<file path="src/rtl/fifo_ctrl.sv">
// Pointer/flag controller wrapping a single-port-pair RAM as a synchronous FIFO.
// Define FIFO_CTRL_ALMOST_EN to build the almost_full/almost_empty threshold flags.
module fifo_ctrl #(
  parameter int RAM_DEPTH     = 256,
  parameter int ADDER_SIZE    = 8,
  parameter int AFULL_THRESH  = 240,
  parameter int AEMPTY_THRESH = 16
) (
  input  logic                  clk,
  input  logic                  reset,
  input  logic                  push,
  input  logic                  pop,
  output logic                  wr_enb,
  output logic                  rd_enb,
  output logic [ADDER_SIZE-1:0] wr_addr,
  output logic [ADDER_SIZE-1:0] rd_addr,
  output logic                  rd_valid,
  output logic [ADDER_SIZE:0]   count,
  output logic                  full,
  output logic                  empty,
  output logic                  almost_full,
  output logic                  almost_empty,
  output logic                  overflow,
  output logic                  underflow
);

  localparam logic [ADDER_SIZE:0] ONE      = (ADDER_SIZE+1)'(1);
  localparam logic [ADDER_SIZE:0] FULL_CNT = (ADDER_SIZE+1)'(RAM_DEPTH);

  // Elaboration-time parameter sanity checks.
  if (RAM_DEPTH != (1 << ADDER_SIZE)) begin : g_bad_depth
    $error("fifo_ctrl: RAM_DEPTH must equal 2**ADDER_SIZE");
  end
  if (AFULL_THRESH > RAM_DEPTH || AEMPTY_THRESH > RAM_DEPTH) begin : g_bad_thresh
    $error("fifo_ctrl: thresholds must not exceed RAM_DEPTH");
  end

  logic [ADDER_SIZE:0] wr_ptr;
  logic [ADDER_SIZE:0] rd_ptr;
  logic [ADDER_SIZE:0] count_next;

  // Enables are blocked in reset so no RAM write can slip through.
  assign wr_enb  = push & ~full  & ~reset;
  assign rd_enb  = pop  & ~empty & ~reset;
  assign wr_addr = wr_ptr[ADDER_SIZE-1:0];
  assign rd_addr = rd_ptr[ADDER_SIZE-1:0];

  always_comb begin
    count_next = count;
    case ({wr_enb, rd_enb})
      2'b10:   count_next = count + ONE;
      2'b01:   count_next = count - ONE;
      default: count_next = count;
    endcase
  end

  always_ff @(posedge clk) begin
    if (reset) begin
      wr_ptr    <= '0;
      rd_ptr    <= '0;
      count     <= '0;
      full      <= 1'b0;
      empty     <= 1'b1;
      rd_valid  <= 1'b0;
      overflow  <= 1'b0;
      underflow <= 1'b0;
    end else begin
      if (wr_enb) wr_ptr <= wr_ptr + ONE;
      if (rd_enb) rd_ptr <= rd_ptr + ONE;
      count    <= count_next;
      full     <= (count_next == FULL_CNT);
      empty    <= (count_next == '0);
      rd_valid <= rd_enb;
      // Error flags are sticky until reset.
      if (push && full)  overflow  <= 1'b1;
      if (pop  && empty) underflow <= 1'b1;
    end
  end

`ifdef FIFO_CTRL_ALMOST_EN
  localparam logic [ADDER_SIZE:0] AF_CNT = (ADDER_SIZE+1)'(AFULL_THRESH);
  localparam logic [ADDER_SIZE:0] AE_CNT = (ADDER_SIZE+1)'(AEMPTY_THRESH);

  always_ff @(posedge clk) begin
    if (reset) begin
      almost_full  <= 1'b0;
      almost_empty <= 1'b1;
    end else begin
      almost_full  <= (count_next >= AF_CNT);
      almost_empty <= (count_next <= AE_CNT);
    end
  end
`else
  assign almost_full  = 1'b0;
  assign almost_empty = 1'b0;
`endif

endmodule

</file>
<file path="config.mk">
export PLATFORM = sky130hd
export DESIGN_NAME = fifo_ctrl
export DESIGN_NICKNAME = d
export VERILOG_FILES = /design/src/rtl/fifo_ctrl.sv
export SDC_FILE = /design/constraint.sdc
export NUM_CORES = 1
export LEC_CHECK = 0
export CAP_MARGIN = 25
export CORE_AREA = 3 3 78 80
export DETAILED_ROUTE_END_ITERATION = 10
export DIE_AREA = 0 0 81 83
export SLEW_MARGIN = 40
export SYNTH_ARGS = -nofsm -noshare
export SYNTH_HDL_FRONTEND = slang
export SYNTH_SLANG_ARGS = --single-unit
</file>
<file path="constraint.sdc">
create_clock -name clk -period 10.65 [get_ports clk]
set_clock_uncertainty 0.1 [all_clocks]
set_input_delay 2.6625 -clock clk [delete_from_list [all_inputs] [get_ports clk]]
set_output_delay 2.6625 -clock clk [all_outputs]
set_load 0.01 [all_outputs]
</file>
Word-level counts from Yosys, hierarchy flattened --
Index checks and enable logic that the tools add are counted. Widths: inputs -> output; s select.
Word-level totals: flip-flop bits (word level) 32, latch bits 0, RAM bits 0, memory bits (read-only) 0, output and inout bits 34, word-level logic and storage cells 26, memories 0
Cells by class: add/subtract/negate cells 4, multiply operators 0, div/mod/pow operators 0, order comparisons 0, equal/unequal tests 3, shifts and indexed selects 0, multiplexer cells 1, bitwise logic cells 7, reduce and logical (&&, ||, !) cells 3
Operators by type and width (number):
- $add 9x1->9 const B | 3
- $pmux 9 s2 | 1
- $eq 9x9->1 const B | 1
- $logic_not 9->1 | 1
- $sub 9x1->9 const B | 1
- $and 1x1->1 | 4
- $not 1->1 | 3
- $eq 2x1->1 const B | 1
- $eq 2x2->1 const B | 1
- $logic_and 1x1->1 | 2

Longest topological paths before layout --
Gate-level depths: netlist of the first run.
depth after elaboration 6, mapped depth 12

Worst setup path before layout of the first run --
Ideal clock, no wire load.
kind input to output, start input port pop, end output port rd_enb, arrival time 3.285 ns, setup slack 4.603 ns, stages 3, cell sequence nor2b_1 > and2_1 > clkbuf_1
On the way: word-level cells in the longest chain between the ends 2
RTL lines:
- start: declaration | RTL line 12 | input logic pop,
- $and 1x1->1 (2 in series) | RTL line 44 | assign rd_enb = pop & ~empty & ~reset;
- end: declaration | RTL line 14 | output logic rd_enb,
No other way between the ends.

Worst setup path in the final report of the first run --
Ends and elaborated chain as after synthesis.

==> summary.txt, run 1 <==
Die
  – Floorplan Core Area: 5473 um2
  – Number of top-level pins: 38
  – Number of placement rows: 27
  – Die H: 83 um
  – Area of the die: 6723 um2
  – Horiz. Die Dim: 81 um
  – Starting Density: 29.36%

Finish
  – Share of post-route cells with drive strength above 1: 7.373%
  – Layout filler cell count: 568
  – Count of non-filler cells in the finished layout: 289
  – Number of antenna cells inserted: 0
  – # nets final: 232
  – Final Core Density: 38.93%
  – Layout-stage area growth over the synthesis result: 32.63%

Global routing
  – Vias in the first global route: 1213
  – First-pass GRT wire length: 5.761 mm
  – Maximum number of pins on one net before global-route repair: 30
  – Global-route congestion overflow total: 0
  – Initial antenna violation count: 0
  – Aggregate global-route resource usage: 10.99%

Synth
  – Primary FF master, synth: sky130_fd_sc_hd__dfxtp_1
  – Cell Area, Synth: 1607 um2
  – Count of flip-flops with a built-in enable after synthesis: 0
  – Post-synthesis xor/xnor area fraction: 9.813%
  – Post-synthesis cell type with the largest combined area: sky130_fd_sc_hd__dfxtp_1
  – Synthesized area per cell: 8.876 um2
  – Complex-gate fraction of the synthesized area: 13.55%
  – Sequential cell area fraction in the yosys report: 37.38%
  – Post-synthesis share of cell area spent on full adders, half adders and majority gates: 9.034%
  – Post-synthesis simple-gate area fraction: 24.45%
  – Share of the synthesized area in the top cell type: 37.38%
  – Number of warnings reported in the yosys synthesis log: 0
  – Number of distinct library cell variants in the gate-level netlist after synthesis: 47
  – Largest family of logic cells by synthesized area: simple AND/OR/NAND/NOR gates
  – Fraction of registers with async set/reset: 0%
  – Cell types occupying the most area after synthesis: sky130_fd_sc_hd__dfxtp_1 37%, sky130_fd_sc_hd__ha_1 7.8%, sky130_fd_sc_hd__xor2_1 7.6%
  – Post-synthesis register bit count: 30
  – Multiplexer area fraction after synthesis: 1.869%
  – Mapped Cells: 181

Timing
  – Setup WS post-layout: 3.583 ns
  – Final count of negative-setup-slack endpoints: 0
  – Max frequency: 141.5 MHz
  – Final min period: 7.067 ns
  – Tightest Pin Transition: 0.6936 ns
  – Max-slew headroom at the worst pin: 53.76%
  – Final hold violations: 0
  – Total Neg Setup Slack: 0 ns
  – Share of the cycle needed by the critical path after routing: 66.36%
  – RSZ-0062 raised after global routing: no
  – Final slew viol count: 0

Place
  – Pre-CTS worst setup slack: 3.586 ns
  – Placed wire-length estimate: 2.499 mm
  – Dpl cells: 282
  – Gpl congestion: 0.7193
  – Count of buffers inserted at the top-level ports: 35

Clocking
  – Clock insertion delay at the later pin of the skew report: 0.28 ns
  – TritonCTS clock tree: done
  – Number of hold-repair buffers added at the cts stage: 0
  – # resized after CTS: 0
  – CTS H-tree depth: 2
  – Root Buffer Master: sky130_fd_sc_hd__clkbuf_8
  – CTS Buf Count: 5
  – Sinks on the clock net: 30
  – Clock-pin slew reported for the worst setup and hold paths after clock tree synthesis: 0.06 ns
  – Clock tree buffer depth: 2
  – Count of buffers added by post-CTS timing repair for setup: 0

Worst setup path
  – Worst endpoint required time: 7.89 ns
  – Crit path kind: in2out
  – Critical path capture point type: output port
  – Crit path arrival time: 4.30 ns
  – Critical path fanouts, max: 6
  – Nature of the critical path startpoint: input pin

Routing
  – ANT nets after route: 0
  – Vias post-DR: 1341
  – Number of DRC markers after the initial detailed-route iteration: 53
  – Total wirelength of the detailed-routed design: 3.485 mm
  – Residual DRC count: 0
  – 1st-pass router iterations: 4
  – Vias per std cell: 4.640
  – Average wire per standard cell: 12.06 um

Power and ir drop
  – Power per cell area: 140.1 nW/um2
  – Overall power consumption: 0.0002985 W
  – Peak supply drop: 0.05038 mV
  – Leak pwr: 0.8390 nW

Run
  – Max-capacitance violation count: 0

Hold path
  – Path class of the lowest-slack min-delay path: reg2reg

Run status
  – Result of the run: finished, final reports clean
[stage by stage]
stage,hold slack (ns),area (um2)
2_1_floorplan,0.4022,1610
3_3_place_gp,0.3573,2018
3_5_place_dp,0.3621,2018
4_1_cts,0.3775,2131
5_1_grt,0.4024,2131
6_report,0.3730,2131
[report_power, final]
part           switching [W]  internal, W
Sequential        0.00000611     0.000118
Combinational      0.0000285    0.0000278
Clock              0.0000432    0.0000748
[path summary, 6_finish.rpt]
kind                            slack [ns]  startpoint        to  depth (start not counted)
worst max-delay path                  3.58         pop    rd_enb                          4
worst min-delay path                  0.37    overflow  overflow                          2
worst max register to register        7.37       empty      full                         10
worst min register to register        0.37    overflow  overflow                          2
[layer usage]
layer,up-vias,global-route usage [%],wire [um]
met5,-,0,0
met4,0,4.147,58
met3,5,4.664,206
met2,26,17.33,1555
met1,614,13.06,1665
li1,696,-,-
[layout by cell type, fill, tap and decap left out, types with 2 or more instances in the layout]
| cell type | count |
|---|---|
| sky130_fd_sc_hd__a211oi_1 | 3 |
| sky130_fd_sc_hd__a21oi_1 | 9 |
| sky130_fd_sc_hd__and2_1 | 2 |
| sky130_fd_sc_hd__and3_1 | 4 |
| sky130_fd_sc_hd__clkbuf_8 | 6 |
| sky130_fd_sc_hd__clkdlybuf4s50_1 | 35 |
| sky130_fd_sc_hd__conb_1 | 2 |
| sky130_fd_sc_hd__dfxtp_1 | 30 |
| sky130_fd_sc_hd__ha_1 | 10 |
| sky130_fd_sc_hd__inv_1 | 3 |
| sky130_fd_sc_hd__mux2i_1 | 3 |
| sky130_fd_sc_hd__nand2_1 | 8 |
| sky130_fd_sc_hd__nand3_1 | 5 |
| sky130_fd_sc_hd__nand4_1 | 6 |
| sky130_fd_sc_hd__nor2_1 | 30 |
| sky130_fd_sc_hd__nor2b_1 | 4 |
| sky130_fd_sc_hd__nor3_1 | 3 |
| sky130_fd_sc_hd__nor3b_1 | 3 |
| sky130_fd_sc_hd__nor4b_1 | 2 |
| sky130_fd_sc_hd__o211a_1 | 2 |
| sky130_fd_sc_hd__o21a_1 | 2 |
| sky130_fd_sc_hd__o21ai_0 | 4 |
| sky130_fd_sc_hd__xnor2_1 | 4 |
| sky130_fd_sc_hd__xor2_1 | 14 |
[logic make-up after synthesis]
group	after synthesis
and+or+nand+nor	74
other	1
AOI/OAI and AO/OA	31
muxes	3
DFF	30
xor gates and xnor gates	18
adders and majority gates	11
buffers and inverters	13
[area by class of cell]
| type | count | area, um2 | area share (%) |
|---|---|---|---|
| clock buffer | 6 | 82.58 | 3.876 |
| clock inverter | 1 | 30.03 | 1.409 |
| inverter | 5 | 18.77 | 0.8808 |
| multi-input combinational | 139 | 950.9 | 44.63 |
| sequential | 30 | 600.6 | 28.19 |
| tap | 72 | 90.09 | 4.228 |
| timing repair buffer | 36 | 357.8 | 16.79 |
[registers in the layout, indices dropped and copies added, names as in the netlist]
name       cells
empty          1
rd_ptr         8
overflow       1
rd_valid       1
wr_ptr         8
count          9
underflow      1
full           1
[critical path, stage by stage]
cell and delay (ns):
sky130_fd_sc_hd__clkdlybuf4s50_1 0.47, sky130_fd_sc_hd__nor2b_1 0.30, sky130_fd_sc_hd__and2_1 0.29, sky130_fd_sc_hd__clkdlybuf4s50_1 0.58
[cells in the mapped netlist, types with 4 or more instances]
| cell type | instances |
|---|---|
| sky130_fd_sc_hd__nand4_1 | 6 |
| sky130_fd_sc_hd__dfxtp_1 | 30 |
| sky130_fd_sc_hd__and3_1 | 4 |
| sky130_fd_sc_hd__o21ai_0 | 4 |
| sky130_fd_sc_hd__a21oi_1 | 9 |
| sky130_fd_sc_hd__xnor2_1 | 4 |
| sky130_fd_sc_hd__nor2_1 | 30 |
| sky130_fd_sc_hd__ha_1 | 10 |
| sky130_fd_sc_hd__xor2_1 | 14 |
| sky130_fd_sc_hd__nand3_1 | 5 |
| sky130_fd_sc_hd__nor2b_1 | 4 |
| sky130_fd_sc_hd__nand2_1 | 8 |
Note: power is estimated with default switching activity, not from simulation.
==> inputs of run 2 (changes only) <==
==> constraint.sdc (replaced) <==
create_clock -name clk -period 6.1 [get_ports clk]
set_clock_uncertainty 0.1 [all_clocks]
set_input_delay 1.525 -clock clk [delete_from_list [all_inputs] [get_ports clk]]
set_output_delay 1.525 -clock clk [all_outputs]
set_load 0.01 [all_outputs]
==> run 2 against run 1 <==
Compared with the run above: via count up 0.15%; highest routed layer unchanged; combinational power up 79%; die area unchanged; largest cell class unchanged; setup slack worse by 2.3 ns.
==> summary.txt, run 2 (synthesized netlist as in run 1, its figures left out) <==
Global routing
  – Global routing met1 resource utilization: 14.49%
  – Met3 capacity usage during global routing: 4.013%
  – Initial antenna violation count: 0
  – First-pass GRT wire length: 6.072 mm
  – Global-route congestion overflow total: 0
  – GRT busiest layer: met2
  – Maximum number of pins on one net before global-route repair: 24
  – Aggregate global-route resource usage: 11.63%
  – Met2 track utilization from global routing: 17.92%
  – Vias in the first global route: 1291

Die
  – Floorplan Core Area: 5473 um2
  – Die H: 83 um
  – Number of placement rows: 27
  – Horiz. Die Dim: 81 um
  – Area of the die: 6723 um2
  – Number of top-level pins: 38
  – Starting Density: 29.36%

Routing
  – Residual DRC count: 0
  – 1st-pass router iterations: 4
  – Total wirelength of the detailed-routed design: 3.530 mm
  – Vias post-DR: 1343
  – Vias per std cell: 4.615
  – Number of DRC markers after the initial detailed-route iteration: 40
  – Average wire per standard cell: 12.13 um
  – ANT nets after route: 0

Worst setup path
  – Nature of the critical path startpoint: input pin
  – Most frequent cell on the critical path: sky130_fd_sc_hd__clkdlybuf4s50_1
  – Depth of the worst register-to-register path: 10
  – Worst path max stage delay: 0.58 ns
  – Crit path kind: in2out
  – Critical Path Start: pop
  – Slack of the worst reg-to-reg path: 2.87 ns
  – Reg2Reg Launch Point: empty
  – Ordered list of cells on the worst path: clkdlybuf4s50_1 -> nor2b_1 -> and2_1 -> clkdlybuf4s50_1
  – Critical path fanouts, max: 6
  – Top Family by Delay on Critical Path: buffers and inverters
  – Worst endpoint required time: 4.47 ns
  – Crit-path slowest cell: sky130_fd_sc_hd__clkdlybuf4s50_1
  – Critical path buffer and inverter count: 2
  – Destination of the worst register-to-register timing path: full
  – Crit path arrival time: 3.19 ns
  – Critical path capture point type: output port

Timing
  – Total Neg Setup Slack: 0 ns
  – Final min period: 4.820 ns
  – Final count of negative-setup-slack endpoints: 0
  – Final hold violations: 0
  – Final slew viol count: 0
  – RSZ-0062 raised after global routing: no
  – Max frequency: 207.5 MHz
  – Tightest Pin Transition: 0.6974 ns
  – Max-slew headroom at the worst pin: 53.50%
  – Share of the cycle needed by the critical path after routing: 79.01%

Hold path
  – Worst hold start: underflow
  – Hold EP: underflow
  – Count of cells along the worst hold path: 2
  – Path class of the lowest-slack min-delay path: reg2reg

Run
  – Max-capacitance violation count: 0

Clocking
  – Count of buffers added by post-CTS timing repair for setup: 0
  – CTS Buf Count: 5
  – Clock insertion delay at the later pin of the skew report: 0.29 ns
  – TritonCTS clock tree: done
  – Clock tree buffer depth: 2
  – Sinks on the clock net: 30
  – Clock-pin slew reported for the worst setup and hold paths after clock tree synthesis: 0.07 ns
  – Root Buffer Master: sky130_fd_sc_hd__clkbuf_8
  – # resized after CTS: 0
  – CTS H-tree depth: 2
  – Number of hold-repair buffers added at the cts stage: 0

Power and ir drop
  – Peak supply drop: 0.1154 mV
  – Power per cell area: 229.8 nW/um2
  – Leak pwr: 0.8337 nW

Place
  – Gpl congestion: 0.8013
  – Count of buffers inserted at the top-level ports: 35
  – Placed wire-length estimate: 2.609 mm

Finish
  – Register bank with the most flops: count
  – Layout filler cell count: 592
  – Most used cells in the layout excluding fill and tap cells: 35 x sky130_fd_sc_hd__clkdlybuf4s50_1, 30 x sky130_fd_sc_hd__nor2_1, 30 x sky130_fd_sc_hd__dfxtp_1
  – Final Core Density: 38.75%
  – Commonest non-fill, non-tap cell in the layout: sky130_fd_sc_hd__clkdlybuf4s50_1
  – Share of post-route cells with drive strength above 1: 8.219%
  – Max FFs per register: 9
  – Number of antenna cells inserted: 0
  – # nets final: 233
  – Layout-stage area growth over the synthesis result: 32.01%
  – Biggest regs: count x9, rd_ptr x8, wr_ptr x8

Run status
  – Result of the run: finished, final reports clean
run 2: cell types whose count changed in the layout (fill, tap and decap cells not counted), sizes merged:
| cell | delta |
|---|---|
| bufinv | -1 |
| buf | +1 |
| clkinvlp | +1 |
| clkinv | +1 |
run 2: report_power, final:
group | internal, W | leakage, nW | total, W | switching, W
sequential | 0.000206 | 0.244 | 0.000217 | 0.0000106
clock | 0.0000905 | 0.0472 | 0.000169 | 0.0000787
combinational | 0.0000494 | 0.543 | 0.000101 | 0.0000518
run 2: worst max path at each step:
stage | depth (start not counted) | to | slack [ns]
after global routing | 4 | rd_enb | 1.18
final | 4 | rd_enb | 1.28
after floorplan | 11 | full | 1.78
after detailed placement | 11 | full | 1.18
after global placement | 12 | full | 1.21
after CTS | 4 | rd_enb | 1.27
run 2: cell type report:
| class | count | area (um2) | share of cell area [%] |
|---|---|---|---|
| clock inverter | 2 | 12.51 | 0.5900 |
| inverter | 5 | 18.77 | 0.8850 |
| clock buffer | 6 | 82.58 | 3.894 |
| multi-input combinational | 139 | 950.9 | 44.84 |
| timing repair buffer | 37 | 365.4 | 17.23 |
| sequential | 30 | 600.6 | 28.32 |
| tap | 72 | 90.09 | 4.248 |
run 2: per-stage QoR:
stage,instances,instance area (um2),hold slack [ns],total power (W),worst slack (ns)
after detailed placement,283,2026,0.3630,0.0003226,1.176
final,291,2121,0.3712,0.0004873,1.280
after CTS,291,2121,0.3803,0.0004937,1.272
after global placement,283,2026,0.3531,0.0003215,1.208
after floorplan,182,1610,0.4022,0.0002846,1.782
after global routing,291,2121,0.4048,0.0005165,1.184
run 2: worst reg2reg max path: cells and delay by family, from the launching register on:
kind                     cells  cell delay, ns
AO/OA/AOI/OAI                4            0.81
adder cells (fa/ha/maj)      2            0.75
flip-flops                   1            0.33
AND/OR/NAND/NOR              4            1.18
run 2: layer usage:
metal | up-vias | part of all wire (%)
met3 | 6 | 5.1
met4 | 0 | 2.0
met1 | 612 | 49
met2 | 23 | 44
met5 | - | 0
li1 | 702 | -
==> inputs of run 3 (changes only) <==
==> constraint.sdc (replaced) <==
create_clock -name clk -period 5 [get_ports clk]
set_clock_uncertainty 0.1 [all_clocks]
set_input_delay 1.25 -clock clk [delete_from_list [all_inputs] [get_ports clk]]
set_output_delay 1.25 -clock clk [all_outputs]
set_load 0.01 [all_outputs]
==> run 3 against run 2 <==
Compared with the run above: sequential power increased by 22%; design area stayed put; power increased by 22%; largest cell class unchanged; critical path type is now in2reg.
==> summary.txt, run 3 (synthesized netlist as in run 1, its figures left out) <==
Run status
  – Result of the run: finished, final reports clean

Place
  – Placed Area: 2026 um2
  – Gpl congestion: 0.7589
  – Count of buffers inserted at the top-level ports: 35
  – Pre-CTS worst setup slack: 0.3738 ns
  – Placed wire-length estimate: 2.585 mm

Worst setup path
  – Slack of the worst reg-to-reg path: 1.77 ns
  – Nature of the critical path startpoint: input pin
  – Destination of the worst register-to-register timing path: full
  – Depth of the worst register-to-register path: 10
  – Crit path kind: in2reg
  – Termination of the worst setup path: full
  – Worst endpoint required time: 5.12 ns
  – Critical path fanouts, max: 9
  – Reg2Reg Launch Point: empty
  – Crit path arrival time: 4.49 ns
  – Critical Path Start: pop
  – Critical path capture point type: register

Power and ir drop
  – Leak pwr: 0.8337 nW
  – Peak supply drop: 0.1486 mV
  – Overall power consumption: 0.0005925 W
  – Power per cell area: 279.4 nW/um2

Timing
  – Tightest Pin Transition: 0.6964 ns
  – Final min period: 4.363 ns
  – Share of the cycle needed by the critical path after routing: 87.27%
  – Setup WS post-layout: 0.6366 ns
  – Max-slew headroom at the worst pin: 53.57%
  – Final hold violations: 0
  – Max frequency: 229.2 MHz
  – Final count of negative-setup-slack endpoints: 0
  – Final slew viol count: 0
  – Total Neg Setup Slack: 0 ns
  – RSZ-0062 raised after global routing: no

Die
  – Number of placement rows: 27
  – Area of the die: 6723 um2
  – Starting Density: 29.36%
  – Number of top-level pins: 38
  – Die H: 83 um
  – Floorplan Core Area: 5473 um2
  – Horiz. Die Dim: 81 um

Finish
  – Number of antenna cells inserted: 0
  – Max FFs per register: 9
  – # nets final: 233
  – Share of post-route cells with drive strength above 1: 8.219%
  – Layout filler cell count: 573
  – Multi-input combinational cell area: 950.9 um2
  – Combined flip-flop and latch cell area: 600.6 um2
  – Most used cells in the layout excluding fill and tap cells: 35 x sky130_fd_sc_hd__clkdlybuf4s50_1, 30 x sky130_fd_sc_hd__nor2_1, 30 x sky130_fd_sc_hd__dfxtp_1
  – Commonest non-fill, non-tap cell in the layout: sky130_fd_sc_hd__clkdlybuf4s50_1
  – Register bank with the most flops: count
  – Final instance area: 2121 um2
  – Layout-stage area growth over the synthesis result: 32.01%
  – Biggest regs: count x9, rd_ptr x8, wr_ptr x8

Clocking
  – Clock insertion delay at the later pin of the skew report: 0.28 ns
  – Number of hold-repair buffers added at the cts stage: 0
  – Clock-pin slew reported for the worst setup and hold paths after clock tree synthesis: 0.07 ns
  – Root Buffer Master: sky130_fd_sc_hd__clkbuf_8
  – Count of buffers added by post-CTS timing repair for setup: 0
  – TritonCTS clock tree: done
  – CTS Buf Count: 5
  – Clock tree buffer depth: 2
  – Sinks on the clock net: 30
  – CTS H-tree depth: 2
  – # resized after CTS: 0

Global routing
  – Maximum number of pins on one net before global-route repair: 24
  – Aggregate global-route resource usage: 10.95%
  – Global-route congestion overflow total: 0
  – First-pass GRT wire length: 5.782 mm
  – Vias in the first global route: 1252
  – Initial antenna violation count: 0

Run
  – Max-capacitance violation count: 0

Routing
  – Total wirelength of the detailed-routed design: 3.475 mm
  – Vias per std cell: 4.643
  – Residual DRC count: 0
  – Vias post-DR: 1351
  – 1st-pass router iterations: 4
  – ANT nets after route: 0
  – Average wire per standard cell: 11.94 um
  – Number of DRC markers after the initial detailed-route iteration: 47

Hold path
  – Path class of the lowest-slack min-delay path: reg2reg
run 3: cell counts in the layout (fill, tap and decap cells not counted):
Identical to the previous run, type by type.
run 3: final cells by class:
cell class                 count  share of cell area [%]
clock buffer                   6                   3.894
clock inverter                 2                  0.5900
tap                           72                   4.248
timing repair buffer          37                   17.23
multi-input combinational    139                   44.84
sequential                    30                   28.32
inverter                       5                  0.8850
run 3: layer usage:
layer	global-route usage, %	vias up	share of wire, %
li1	-	710	-
met1	14.34	597	49
met2	15.91	37	43
met3	3.688	7	6.0
met4	5.223	0	1.8
met5	0	-	0
run 3: critical path, stage by stage:
cell                              delay, ns
sky130_fd_sc_hd__clkdlybuf4s50_1       0.47
sky130_fd_sc_hd__nor2b_1               0.29
sky130_fd_sc_hd__and2_1                0.29
sky130_fd_sc_hd__ha_1                  0.41
sky130_fd_sc_hd__ha_1                  0.35
sky130_fd_sc_hd__nor2b_4               0.15
sky130_fd_sc_hd__o31ai_2               0.24
sky130_fd_sc_hd__a21oi_1               0.12
sky130_fd_sc_hd__or4_4                 0.45
sky130_fd_sc_hd__a211o_1               0.33
sky130_fd_sc_hd__a21oi_2               0.12
run 3: worst min path at each step:
stage / startpoint / endpoint / slack, ns / cells past startpoint
finish: underflow / underflow / 0.38 / 2
global route: underflow / underflow / 0.40 / 2
CTS: overflow / overflow / 0.38 / 2
detailed placement: underflow / underflow / 0.37 / 2
global placement: overflow / overflow / 0.35 / 2
floorplan: overflow / overflow / 0.40 / 2
run 3: report_power, final:
part           internal [W]  switching (W)  total (W)  leakage [nW]
Combinational     0.0000601      0.0000621   0.000122         0.543
Clock              0.000110      0.0000949   0.000205        0.0472
Sequential         0.000252      0.0000132   0.000265         0.244
Total              0.000422       0.000170   0.000593         0.834
run 3: through the flow:
step           util [%]  instances  hold WS, ns
2_1_floorplan         -        182       0.4022
3_3_place_gp      37.01        283       0.3516
3_5_place_dp      37.01        283       0.3660
4_1_cts           38.75        291       0.3829
5_1_grt           38.75        291       0.3973
6_report          38.75        291       0.3781
==> variant 1 (config.mk and constraints of run 2) <==
Add a define of `FIFO_CTRL_ALMOST_EN`.
--- a/src/rtl/fifo_ctrl.sv
+++ b/src/rtl/fifo_ctrl.sv
@@ -1,5 +1,7 @@
 // Pointer/flag controller wrapping a single-port-pair RAM as a synchronous FIFO.
 // Define FIFO_CTRL_ALMOST_EN to build the almost_full/almost_empty threshold flags.
+`define FIFO_CTRL_ALMOST_EN
+
 module fifo_ctrl #(
   parameter int RAM_DEPTH     = 256,
   parameter int ADDER_SIZE    = 8,
Formal check against the unedited RTL: not equivalent (Yosys sat finds a counterexample within 4 cycles, from zero or initial values and one cycle with reset high).
==> variant 1 against run 2 <==
- worst setup slack worse by 0.066 ns
- sequential share of layout area is 0.64 points higher
- wire length rose by 8.3%
- die area did not move
- cell area increased by 4.3%
- power up 10%
- sequential cell count grew 2
- final cell count is 3.1% higher
- area after synthesis grew 2.5%
- clock power rose by 20%
==> variant 1: results <==
set metrics [dict create \
    status "finished, final reports clean" \
    clock_latency_ns 0.29 \
    cts_resized 0 \
    ys_top_cells_by_count "dfxtp_1, nor2_1, nand2_1" \
    power_leakage_nw 0.833 \
    antenna_found_initial 0 \
    cts_setup_buffers 0 \
    min_delay_path_depth 2 \
    synth_top_cell_by_area "dfxtp_1" \
    clkTransAtPathRegs_ns 0.07 \
    hold_slack_ns 0.374 \
    r2r-start "full" \
    gp_routability_congestion 0.867 \
    holdPathEnd "overflow" \
    yosys_warnings 0 \
    hpwl_microns 2810 \
    cp-end-kind "flip-flop" \
    numPortBuffers 37 \
    cts_buffer_depth 2 \
    via_per_inst 4.70 \
    drive_gt1_share_pct 9.21 \
    r2r_cells 10 \
    synth_cell_types 41 \
    firstDrtPassIters 4 \
    rr_endpoint "almost_empty" \
    grt_first_pass_wirelength_microns 6560 \
    reg_top3 "count: 9 flops, rd_ptr: 8 flops, wr_ptr: 8 flops" \
    ff2ff_setup_slack_ns 2.72 \
    crit_fanout 10 \
    cts_tree "built" \
    hold_class "reg2reg" \
    synth_area_leaders "dfxtp_1, ha_1, xor2_1" \
    hold_path_startpoint "overflow" \
    grt_start_max_net_pins 21 \
    peakVddDrop_mv 0.108 \
    dominantRegCellSynth "dfxtp_1" \
    yosysSeqAreaShare_pct 38.9 \
    async_flop_share_pct 0 \
    setup_tns_ns 0 \
    p_switching_uw 146 \
    grt.total_usage_pct 12.5 \
    detail_route.wirelength_microns 3820 \
    start_util_pct 30.1 \
    synth.net_count 200 \
    fill_cells 570 \
    worst_slew_pin_slew_ns 0.500 \
    cts_root_buf "clkbuf_8" \
    grt_pass1_vias 1366 \
    num_antenna_cells 0 \
    drtIter0Drc 53 \
    cts_htree_levels 2 \
    cts_buffers 5 \
    fin_nets 242 \
]
variant 1: changes by cell type in the layout (fill, tap and decap cells not counted), moves of 3 or more:
cell      before  now
xor2_1        14   11
nand2_1        8   16
o21ai_0        4    8
inv_1          3    6
a211oi_2       0    3
nor2_1        30   25
a211oi_1       3    0
o31ai_1        1    4
variant 1: layout make-up:
type | instances | area, sq um | share of cell area, %
Clock buffer | 6 | 72.6 | 3.28
Inverter | 6 | 22.5 | 1.02
Multi-Input combinational cell | 143 | 966 | 43.7
Tap cell | 72 | 90.1 | 4.07
Sequential cell | 32 | 641 | 29.0
Timing Repair Buffer | 39 | 385 | 17.4
Clock inverter | 2 | 35.0 | 1.58
variant 1: critical path, cell delays in order:
cell,delay (ns)
clkdlybuf4s50_1,0.57
nor3b_2,0.48
inv_1,0.12
ha_1,0.37
ha_1,0.47
o211ai_1,0.16
a21oi_1,0.24
mux2i_1,0.27
nor2_1,0.10
or3_4,0.39
o31ai_1,0.27
variant 1: cells by family after synthesis:
| family | count (synthesis) | share of synthesized area [%] |
|---|---|---|
| compound gates | 36 | 14.7 |
| xor+xnor | 18 | 10.0 |
| fa+ha+maj | 11 | 8.81 |
| mux | 2 | 1.22 |
| buf+inv | 10 | 2.43 |
| simple gates | 76 | 23.9 |
| flops | 32 | 38.9 |
variant 1: how the worst max path moves through the flow:
stage / startpoint / to / depth (start not counted)
global route: reset / almost_empty / 11
global placement: reset / almost_empty / 11
CTS: reset / almost_empty / 11
detailed placement: reset / almost_empty / 11
finish: reset / almost_empty / 11
floorplan: reset / full / 11
variant 1: power groups by stage:
stage	clock (mW)	sequential (mW)	combinational, mW
floorplan	0	0.239	0.0592
global placement	0	0.236	0.102
detailed placement	0	0.235	0.103
CTS	0.212	0.231	0.104
global route	0.221	0.232	0.116
finish	0.202	0.231	0.103
variant 1: metrics by stage:
stage	instances	worst slack (ns)	instance area [sq um]
2_1_floorplan	185	1.68	1650
3_3_place_gp	292	1.01	2100
3_5_place_dp	292	0.954	2100
4_1_cts	300	1.23	2210
5_1_grt	300	0.809	2210
6_report	300	1.21	2210
variant 1: per-layer routing:
metal | global-route usage, % | routed length [microns] | share of wire (%) | vias up
met4 | 3.23 | 34 | 0.89 | 0
met3 | 4.23 | 180 | 4.7 | 3
met5 | 0 | 0 | 0 | -
li1 | - | - | - | 731
met2 | 18.5 | 1710 | 45 | 34
met1 | 17.1 | 1900 | 50 | 643
==> variant 2 (config.mk and constraints of run 2) <==
Without the edit above. Register the output `underflow` once more, with the module's reset; this adds one clock of latency there. The other outputs are not delayed to match.
--- a/src/rtl/fifo_ctrl.sv
+++ b/src/rtl/fifo_ctrl.sv
@@ -26,6 +26,8 @@
 
   localparam logic [ADDER_SIZE:0] ONE      = (ADDER_SIZE+1)'(1);
   localparam logic [ADDER_SIZE:0] FULL_CNT = (ADDER_SIZE+1)'(RAM_DEPTH);
+
+  logic underflow_s0;
 
   // Elaboration-time parameter sanity checks.
   if (RAM_DEPTH != (1 << ADDER_SIZE)) begin : g_bad_depth
@@ -63,7 +65,7 @@
       empty     <= 1'b1;
       rd_valid  <= 1'b0;
       overflow  <= 1'b0;
-      underflow <= 1'b0;
+      underflow_s0 <= 1'b0;
     end else begin
       if (wr_enb) wr_ptr <= wr_ptr + ONE;
       if (rd_enb) rd_ptr <= rd_ptr + ONE;
@@ -73,7 +75,7 @@
       rd_valid <= rd_enb;
       // Error flags are sticky until reset.
       if (push && full)  overflow  <= 1'b1;
-      if (pop  && empty) underflow <= 1'b1;
+      if (pop  && empty) underflow_s0 <= 1'b1;
     end
   end
 
@@ -95,5 +97,13 @@
   assign almost_empty = 1'b0;
 `endif
 
+  always_ff @(posedge clk) begin
+    if (reset) begin
+      underflow <= '0;
+    end else begin
+      underflow <= underflow_s0;
+    end
+  end
+
 endmodule
 
Behaviour: not the same (a bounded check fails within 4 cycles, from zero or initial values and one cycle with reset high).
==> variant 2 against run 2 <==
- core utilization is 0.66 points higher
- worst setup slack worse by 0.0093 ns
- cell area rose by 1.7%
- first-iteration DRC count up 85%
- wire length down 6.5%
- area after synthesis is 1.2% higher
- die area did not move
- count of clock-buffer cells in the layout did not move
- hold slack worse by 0.0077 ns
- maximum frequency is 0.19% lower
- critical path depth unchanged
- power is 8.7% higher
- sequential cell count rose by 1
- critical path type unchanged
- largest cell class unchanged
==> variant 2: results <==
set metrics [dict create \
    via_per_inst 4.67 \
    gp_routability_congestion 0.902 \
    status "finished, final reports clean" \
    yosys.area_share.xor_xnor_pct 9.69 \
    yosysSeqAreaShare_pct 38.2 \
    antenna_found_initial 0 \
    fill_cells 556 \
    hpwl_microns 2400 \
    peakVddDrop_mv 0.0975 \
    arrival_ns 3.20 \
    synth_adder_area_share_pct 8.92 \
    grt_pass1_vias 1213 \
    muxShareOfSynthArea_pct 1.85 \
    reg_top3 "count: 9 flops, rd_ptr: 8 flops, wr_ptr: 8 flops" \
    power_leakage_nw 0.850 \
    yosys_warnings 0 \
    grt_start_max_net_pins 30 \
    relSlewSlack_pct 55.4 \
    placed_area_sq_mm 0.00204 \
    grt_first_pass_wirelength_microns 5690 \
    ys_top_cells_by_count "dfxtp_1, nor2_1, xor2_1" \
    synth_area_leaders "dfxtp_1, ha_1, xor2_1" \
    async_flop_share_pct 0 \
    synth_cell_types 45 \
    drtIter0Drc 74 \
    grt.total_usage_pct 10.6 \
    fin_nets 234 \
    drive_gt1_share_pct 7.73 \
    synth_compound_area_share_pct 13.4 \
    wl_per_cell_microns 11.3 \
]
==> variant 2: cell types whose count changed after synthesis <==
cell             run 2  this run
clkbuf_1             1         3
buf_1                3         2
buf_2                2         1
clkinv_1             1         0
dfxtp_1             30        31
inv_2                1         2
nor2b_1              4         5
nor3b_1              3         4
nor3b_2              1         0
==> variant 2: final cells by class <==
type | count | area [sq um] | area share [%]
repair buffers | 36 | 358 | 16.6
flip-flops and latches | 31 | 621 | 28.8
multi-input cells | 140 | 952 | 44.1
clock buffers | 6 | 82.6 | 3.83
clock inverters | 2 | 35.0 | 1.62
well taps | 72 | 90.1 | 4.18
inverters | 5 | 18.8 | 0.870
==> variant 2: final timing paths <==
kind / start / end / slack, ns / depth (start not counted)
min: underflow_s0 / underflow / 0.36 / 1
min reg2reg: underflow_s0 / underflow / 0.36 / 1
max: pop / rd_enb / 1.27 / 4
max reg2reg: full / full / 2.83 / 10
==> variant 2: cell families after synthesis <==
logic type / after synthesis
AOI/OAI and AO/OA: 31
xor gates and xnor gates: 18
adders and majority gates: 11
buffers and inverters: 13
DFF: 31
muxes: 3
other: 1
and+or+nand+nor: 75
==> variant 2: worst max-delay path: stages <==
cell,delay [ns]
clkdlybuf4s50_1,0.50
nor2b_1,0.31
and2_1,0.29
clkdlybuf4s50_1,0.58
==> variant 2: metal layers <==
layer | GRT usage, % | share of wire [%] | vias up
met1 | 14.0 | 49 | 617
met4 | 5.53 | 2.3 | 0
li1 | - | - | 704
met2 | 15.6 | 43 | 38
met5 | 0 | 0 | -
met3 | 2.82 | 5.3 | 6
==> variant 2: stage by stage <==
| step | setup WS [ns] | instances | util (%) |
|---|---|---|---|
| after floorplan | 1.78 | 184 | - |
| after global placement | 1.21 | 284 | 37.3 |
| after detailed placement | 1.14 | 284 | 37.3 |
| after CTS | 1.26 | 292 | 39.4 |
| after global routing | 1.16 | 292 | 39.4 |
| final | 1.27 | 292 | 39.4 |
==> variant 2: power breakdown <==
part	total [mW]	internal, mW	switching, mW
Sequential	0.224	0.213	0.0108
Combinational	0.0981	0.0483	0.0498
Clock	0.207	0.132	0.0754
